File: src/rtl/cpu_pkg.sv
// Shared CPU definitions: datapath widths and the MEM-stage access state encoding.
package cpu_pkg;

    localparam int DATA_W = 32;
    localparam int REG_W  = 5;
    localparam int PC_W   = 22;

    typedef enum logic {
        IDLE = 1'b0,
        WAIT = 1'b1
    } mem_state_e;

    // Return PCs are narrower than the datapath and are zero-extended for writeback.
    function automatic logic [DATA_W-1:0] pc_to_data(input logic [PC_W-1:0] pc);
        return {{(DATA_W-PC_W){1'b0}}, pc};
    endfunction

endpackage

File: src/rtl/mem_wb_pipeline.sv
// MEM/WB boundary register. A bubble clears the control bits and holds the payload.
module mem_wb_pipeline
    import cpu_pkg::*;
(
    input  logic              clk,
    input  logic              rst,
    input  logic              bubble_i,
    input  logic              we_i,
    input  logic [REG_W-1:0]  dst_reg_i,
    input  logic [DATA_W-1:0] data_i,
    input  logic              hlt_i,
    output logic              we_o,
    output logic [REG_W-1:0]  dst_reg_o,
    output logic [DATA_W-1:0] data_o,
    output logic              hlt_o
);

    logic              we_q;
    logic [REG_W-1:0]  dst_reg_q;
    logic [DATA_W-1:0] data_q;
    logic              hlt_q;

    always_ff @(posedge clk or posedge rst) begin
        if (rst) begin
            we_q      <= 1'b0;
            dst_reg_q <= '0;
            data_q    <= '0;
            hlt_q     <= 1'b0;
        end else if (bubble_i) begin
            we_q  <= 1'b0;
            hlt_q <= 1'b0;
        end else begin
            we_q      <= we_i;
            dst_reg_q <= dst_reg_i;
            data_q    <= data_i;
            hlt_q     <= hlt_i;
        end
    end

    assign we_o      = we_q;
    assign dst_reg_o = dst_reg_q;
    assign data_o    = data_q;
    assign hlt_o     = hlt_q;

endmodule

File: src/rtl/mem_access_stage.sv
// MEM stage: req/ack data-memory access with a bounded wait, writeback select,
// upstream stall generation and halt latching, feeding the MEM/WB register.
module mem_access_stage
    import cpu_pkg::*;
#(
    parameter int ADDR_W      = 16,
    parameter int TIMEOUT_CYC = 15
) (
    input  logic              clk,
    input  logic              rst,
    input  logic              MEM_mem_we,
    input  logic              MEM_wb_mem_sel,
    input  logic              MEM_wb_pc_sel,
    input  logic              MEM_wb_we,
    input  logic              MEM_wb_mov_sel,
    input  logic              MEM_hlt,
    input  logic [REG_W-1:0]  MEM_dst_reg,
    input  logic [DATA_W-1:0] MEM_mov_data,
    input  logic [DATA_W-1:0] MEM_alu_data,
    input  logic [DATA_W-1:0] MEM_sw_data,
    input  logic [PC_W-1:0]   MEM_wb_pc_data,
    output logic              dmem_req,
    output logic              dmem_we,
    output logic [ADDR_W-1:0] dmem_addr,
    output logic [DATA_W-1:0] dmem_wdata,
    input  logic [DATA_W-1:0] dmem_rdata,
    input  logic              dmem_ack,
    output logic              mem_stall,
    output logic              WB_we,
    output logic [REG_W-1:0]  WB_dst_reg,
    output logic [DATA_W-1:0] WB_data,
    output logic              WB_hlt,
    output logic              bus_err
);

    localparam int CNT_W = (TIMEOUT_CYC > 1) ? $clog2(TIMEOUT_CYC) : 1;
    localparam logic [CNT_W-1:0] CNT_LAST = CNT_W'(TIMEOUT_CYC - 1);

    mem_state_e        state_q;
    logic [CNT_W-1:0]  cnt_q;
    logic              halted_q;
    logic              bus_err_q;

    logic              mem_op;
    logic              req_raw;
    logic              ack_valid;
    logic              timeout_hit;
    logic              wb_we_d;
    logic              wb_hlt_d;
    logic [DATA_W-1:0] wb_data_d;

    assign mem_op      = (MEM_mem_we | MEM_wb_mem_sel) & ~halted_q;
    assign req_raw     = ((state_q == IDLE) & mem_op) | (state_q == WAIT);
    // Gating with rst drops the request the moment reset arrives, not at the next edge.
    assign dmem_req    = req_raw & ~rst;
    assign dmem_we     = MEM_mem_we;
    assign dmem_addr   = MEM_alu_data[ADDR_W-1:0];
    assign dmem_wdata  = MEM_sw_data;

    assign ack_valid   = dmem_req & dmem_ack;
    assign timeout_hit = (state_q == WAIT) & (cnt_q == CNT_LAST);
    assign mem_stall   = dmem_req & ~dmem_ack & ~timeout_hit;

    always_ff @(posedge clk or posedge rst) begin
        if (rst) begin
            state_q   <= IDLE;
            cnt_q     <= '0;
            halted_q  <= 1'b0;
            bus_err_q <= 1'b0;
        end else begin
            case (state_q)
                IDLE: begin
                    if (mem_op && !dmem_ack) begin
                        state_q <= WAIT;
                        cnt_q   <= '0;
                    end
                end
                WAIT: begin
                    if (dmem_ack) begin
                        state_q <= IDLE;
                    end else if (timeout_hit) begin
                        state_q   <= IDLE;
                        bus_err_q <= 1'b1;
                    end else begin
                        cnt_q <= cnt_q + CNT_W'(1);
                    end
                end
                default: state_q <= IDLE;
            endcase
            // A halt is only taken once its instruction leaves the stage.
            if (MEM_hlt && !mem_stall && !halted_q) begin
                halted_q <= 1'b1;
            end
        end
    end

    // Aborted or suppressed loads write back zero instead of stale bus data.
    always_comb begin
        wb_data_d = MEM_alu_data;
        if (MEM_wb_mem_sel) begin
            wb_data_d = ack_valid ? dmem_rdata : '0;
        end else if (MEM_wb_mov_sel) begin
            wb_data_d = MEM_mov_data;
        end else if (MEM_wb_pc_sel) begin
            wb_data_d = pc_to_data(MEM_wb_pc_data);
        end
    end

    assign wb_we_d  = MEM_wb_we & ~halted_q;
    assign wb_hlt_d = MEM_hlt & ~halted_q;

    mem_wb_pipeline u_mem_wb (
        .clk       (clk),
        .rst       (rst),
        .bubble_i  (mem_stall),
        .we_i      (wb_we_d),
        .dst_reg_i (MEM_dst_reg),
        .data_i    (wb_data_d),
        .hlt_i     (wb_hlt_d),
        .we_o      (WB_we),
        .dst_reg_o (WB_dst_reg),
        .data_o    (WB_data),
        .hlt_o     (WB_hlt)
    );

    assign bus_err = bus_err_q;

endmodule

File: config.mk
export PLATFORM = sky130hd
export DESIGN_NAME = mem_access_stage
export DESIGN_NICKNAME = d
export VERILOG_FILES = /design/src/rtl/cpu_pkg.sv /design/src/rtl/mem_wb_pipeline.sv /design/src/rtl/mem_access_stage.sv
export SDC_FILE = /design/constraint.sdc
export NUM_CORES = 1
export LEC_CHECK = 0
export CORE_AREA = 2 2 100 102
export CTS_CLUSTER_DIAMETER = 200
export DETAILED_ROUTE_END_ITERATION = 8
export DIE_AREA = 0 0 102 104
export DONT_BUFFER_PORTS = 1
export SLEW_MARGIN = 20
export SYNTH_ARGS = -nofsm -noshare
export SYNTH_HDL_FRONTEND = slang
export SYNTH_HIERARCHICAL = 1
export SYNTH_SLANG_ARGS = --single-unit
File: constraint.sdc
create_clock -name clk -period 2.7 [get_ports clk]
set_input_delay 0.135 -clock clk [delete_from_list [all_inputs] [get_ports clk]]
set_output_delay 0.135 -clock clk [all_outputs]
set_load 0.005 [all_outputs]
* Word-level counts from Yosys, hierarchy flattened
Index checks and enable logic that the tools add are counted.
** Word-level totals
- Bits in writable memories :: 0
- Logic and storage cells :: 51
- Memories kept :: 0
- Register bits :: 46
- Bits in read-only memories :: 0
- Latch bits :: 0
** Cells by class
- Divide/modulo/power cells :: 0
- Equal/unequal tests :: 4
- Multiplexer cells :: 14
- Multiply operators :: 0
- Shifts and indexed selects :: 0
- Bitwise operators :: 16
- Add/sub/neg operators :: 1
- Order comparisons :: 0
- Reduce and logical (&&, ||, !) cells :: 8
** Operators by type and width (number)
- 32-bit two-way mux :: 4
- 4-bit two-way mux :: 3
- 1-bit bitwise AND :: 9
- 4-bit case mux with 2 select lines :: 1
- 3-bit AND reduction :: 2
- 1-bit two-way mux :: 5
- 1-bit inverter :: 5
- 4-bit by 1-bit adder with 4-bit output (second input constant) :: 1
- 4-bit equality test (second input constant) :: 1
- 2-bit != test (second input constant) :: 2
- 1-bit logical AND :: 3
- 1-bit zero test :: 3
- 2-bit by 1-bit != test with 1-bit output (second input constant) :: 1
- 1-bit bitwise OR :: 2
- 1-bit case mux with 2 select lines :: 1

* Longest topological paths before layout
- Word-level depth :: 10
- Gate-level depth with buffers :: 7

* Modules after synthesis
Netlist, hierarchy kept.
** By module, submodules not included
- mem_access_stage :: instances 1, area each 1736.7 um^2, sequential area each 175.2 um^2, cells an instance 195
- mem_wb_pipeline :: instances 1, area each 1476.4 um^2, sequential area each 975.9 um^2, cells an instance 83

* Worst setup path before layout
OpenSTA, ideal clock, no wires.
- Kind :: reg2reg
- Start point :: reg halted_q
- End point :: reg u_mem_wb.data_q[14] (netlist: u_mem_wb/data_o[14])
- Stages on the path, launching flop included :: 7
- Setup time :: 0.125 ns
- Arrival :: 1.904 ns
- Period minus slack after synthesis :: 2.029 ns
- Buffers on the path :: 2
- Slack :: 0.671 ns
- Cell sequence :: dfrtp_1 o21bai_1 a21o_1 nor3_1 buf_6 buf_6 mux2_4
** On the way
- Elaborated cells on any way between the ends :: 10
** RTL lines
- start: declaration :: line mem_access_stage.sv:41 : logic halted_q;
- start signal: assignment :: line mem_access_stage.sv:68 : halted_q <= 1'b0;
- start signal: assignment :: line mem_access_stage.sv:92 : halted_q <= 1'b1;
- 1-bit inverter :: line mem_access_stage.sv:52 : assign mem_op = (MEM_mem_we | MEM_wb_mem_sel) & ~halted_q;
- 1-bit bitwise AND :: line mem_access_stage.sv:52
- 1-bit bitwise AND :: line mem_access_stage.sv:53 : assign req_raw = ((state_q == IDLE) & mem_op) | (state_q == WAIT);
- 1-bit bitwise OR :: line mem_access_stage.sv:53
- 1-bit bitwise AND :: line mem_access_stage.sv:55 : assign dmem_req = req_raw & ~rst;
- 1-bit bitwise AND (2 in a row) :: line mem_access_stage.sv:62 : assign mem_stall = dmem_req & ~dmem_ack & ~timeout_hit;
- net mem_stall :: line mem_access_stage.sv:28 : output logic mem_stall,
- end signal: assignment :: line mem_wb_pipeline.sv:35 : data_q <= data_i;
- end: declaration :: line mem_wb_pipeline.sv:20 : logic [DATA_W-1:0] data_q;
The timed path passes the listed nets, and every way through them passes these cells.
A chain may end at the register's enable or synchronous reset.

* Worst setup path in the final report
- Start point :: reg halted_q
- End point :: reg u_mem_wb.data_q[5] (netlist: u_mem_wb/data_o[5])
The elaborated chain is that of the path after synthesis.

==> metrics.yaml <==
coreArea_um2: 9550
hp-class: "in -> reg"
slew_violations: 0
antenna_found_initial: 0
setup_violations: 0
drt-pass1-iter-count: 4
ys_types: 36
die_height_um: 104
drt_wl_total_um: 8170
tns_ps: 0
final_util_pct: 32.3
postRouteAntennaNets: 0
drtIter0Drc: 52
max-slew-margin-rel_pct: 41.6
routedWlPerCell_um: 22.4
ff_latch_area_um2: 1150
cp_max_fo: 20
io_pins: 255
cts_inserted_buffers: 5
critPathArrivalTime_ps: 2190
min_period_ps: 2010
insertion_delay_ps: 290
cp.required_ps: 2880
clock_sinks: 46
p_per_area_nw_per_um2: 452
gr-usage-met1_pct: 15.8
end_kind: "register"
dieArea_um2: 10600
n_antenna_cell: 0
grt_max_degree: 40
avgSynthCellArea_um2: 11.6
cts-root-buf: "clkbuf_8"
grt_pass1_wl_um: 11800
post_cts_resize_count: 0
grt-busiest-layer: "met2"
synth_seq_area_share_pct: 35.8
via_per_inst: 5.47
groute.usage.overall_pct: 14.4
die_width_um: 102
htree_levels: 2
syn_to_final_growth_pct: -3.93
hold_viol: 0
leakage_uw: 0.00127
vias: 1992
synth_area_um2: 3210
grt_overflow_total: 0
dpl.hpwl_um: 6020
nNetsFinal: 396
row_count: 36
synth_seq_cells: 46
fin_crit_sh_pct: 74.4
multi_input_area_um2: 1550
grt_use_met3_pct: 4.44
initial_core_util_pct: 33.6
startpoint_type: "register"
routabilityCongestion: 0.824
clk_path_buf_depth: 2
cts_tree: "yes"
fmax_ghz: 0.498
drc_errors: 0
fillCellCount: 982
path_class: "reg -> reg"
first_global_vias: 2068
maxCapViolCount: 0
drive_gt1_share_pct: 34.6
rsz0062_at_grt: "false"
grtUsageMet2_pct: 26.0
syn-num-nets: 444
status: "completed"
max_slew.worst_pin.slew_ps: 874
io_buffers: 0
skew_ps: 5.17
irDropWorstVdd_v: 0.000171
clk_pin_slew_worst_paths_ps: 90
synthCells: 278
ys_warn_count: 6
report_power, final:
group	switching (uW)	leakage (uW)	internal [uW]	total, uW
clock network	239	0.0000472	206	445
registers	40.5	0.000592	734	774
logic	68.6	0.000632	108	177
total	348	0.00127	1050	1400
sequential cells by signal (all words and copies together), names as in the netlist:
register and flops:
u_mem_wb/dst_reg_o 5, state_q 1, cnt_q 4, u_mem_wb/we_o 1
bus_err 1, u_mem_wb/data_o 32, halted_q 1, u_mem_wb/hlt_o 1
path summary, 6_finish.rpt:
kind,from,end,slack [ps],cells after the start
max,halted_q,u_mem_wb/data_o[5],690,5
min,rst,halted_q,80,2
max reg2reg,halted_q,u_mem_wb/data_o[5],690,5
min reg2reg,bus_err,bus_err,520,1
max in group asynchronous,rst,u_mem_wb/data_o[10],1640,2
min in group asynchronous,rst,cnt_q[2],260,2
cells in the mapped netlist, drive strengths merged:
cell type / number / area, um2
a211o: 2 / 17.5
a211oi: 2 / 27.5
a21o: 1 / 7.51
a21oi: 4 / 20.0
a22oi: 8 / 60.1
and3: 2 / 13.8
and4: 1 / 10.0
buf: 64 / 492
clkbuf: 3 / 11.3
dfrtp: 46 / 1150
ha: 2 / 25.0
inv: 5 / 18.8
mux2: 59 / 694
mux2i: 22 / 220
nand2: 2 / 7.51
nand2b: 1 / 6.26
nand3: 2 / 10.0
nor2: 2 / 15.0
nor2b: 4 / 25.0
nor3: 2 / 10.0
nor3b: 3 / 22.5
o211a: 1 / 10.0
o21ai: 1 / 5.00
o21bai: 2 / 15.0
o22a: 1 / 8.76
o2bb2ai: 32 / 280
or3: 3 / 21.3
or4: 1 / 7.51
metal layers:
| layer | share of wire (%) | vias to the layer above | wire [um] |
|---|---|---|---|
| met2 | 51 | 137 | 4130 |
| met4 | 1.6 | 0 | 127 |
| met5 | 0 | - | 0 |
| met3 | 10 | 18 | 852 |
| met1 | 37 | 964 | 3060 |
| li1 | - | 873 | - |
logic make-up (layout without fill, tap and decap cells):
logic type               after synthesis  count (layout)  share of synthesized area, %
multiplexers                          81              81                          28.5
buffers and inverters                 72              25                          16.2
AO/OA/AOI/OAI                         54              54                          14.1
flip-flops                            46              46                          35.8
AND/OR/NAND/NOR                       23              23                          4.63
adder cells (fa/ha/maj)                2               2                         0.779
cell type report:
type | count | share of cell area [%]
clock inverter | 2 | 0.405
multi-input combinational | 160 | 50.1
tap | 133 | 5.39
timing repair buffer | 12 | 3.57
inverter | 5 | 0.608
clock buffer | 6 | 2.68
sequential | 46 | 37.3
per-stage QoR:
step | area [um2] | setup WS (ps) | hold WS (ps) | power [uW] | std cells
final | 3090 | 690 | 81.5 | 1400 | 364
after detailed placement | 2910 | 728 | -21.3 | 958 | 348
after CTS | 3090 | 708 | 56.8 | 1430 | 364
after floorplan | 3210 | 671 | -61.6 | 1000 | 278
after global routing | 3090 | 617 | 54.4 | 1480 | 364
after global placement | 2910 | 795 | -23.6 | 950 | 348
timing repair:
action,in CTS,in global routing
hold buffers,8,0
buffers inserted,0,0
hold endpoints to repair,53,0
worst max-delay path, stage by stage (launching register included):
cell,delay [ps]
dfrtp_1,470
o21bai_1,250
a21o_1,250
nor3_2,190
buf_4,340
mux2_2,380
cell usage in the layout, fill, tap and decap left out:
cell type and n:
clkbuf_8 6, nand2b_1 1, clkinv_2 1, o21ai_0 1
nor3_1 1, mux2_4 8, and3_2 1, nor2_1 1
or3_2 2, or4_1 1, dfrtp_1 46, a22oi_1 8
o2bb2ai_1 32, nor2b_1 4, nand3_1 2, o211a_1 1
nand2_1 2, o22a_1 1, dlygate4sd3_1 8, and3_1 1
clkinvlp_4 1, a211oi_4 1, a21oi_1 4, ha_1 2
or3_1 1, inv_2 2, nor3b_1 3, a211oi_1 1
and4_2 1, nor3_2 1, a21o_1 1, mux2i_1 22
mux2_2 51, o21bai_1 2, a211o_1 2, inv_1 3
buf_4 4, nor2_4 1
(Power assumes the default switching activity.)
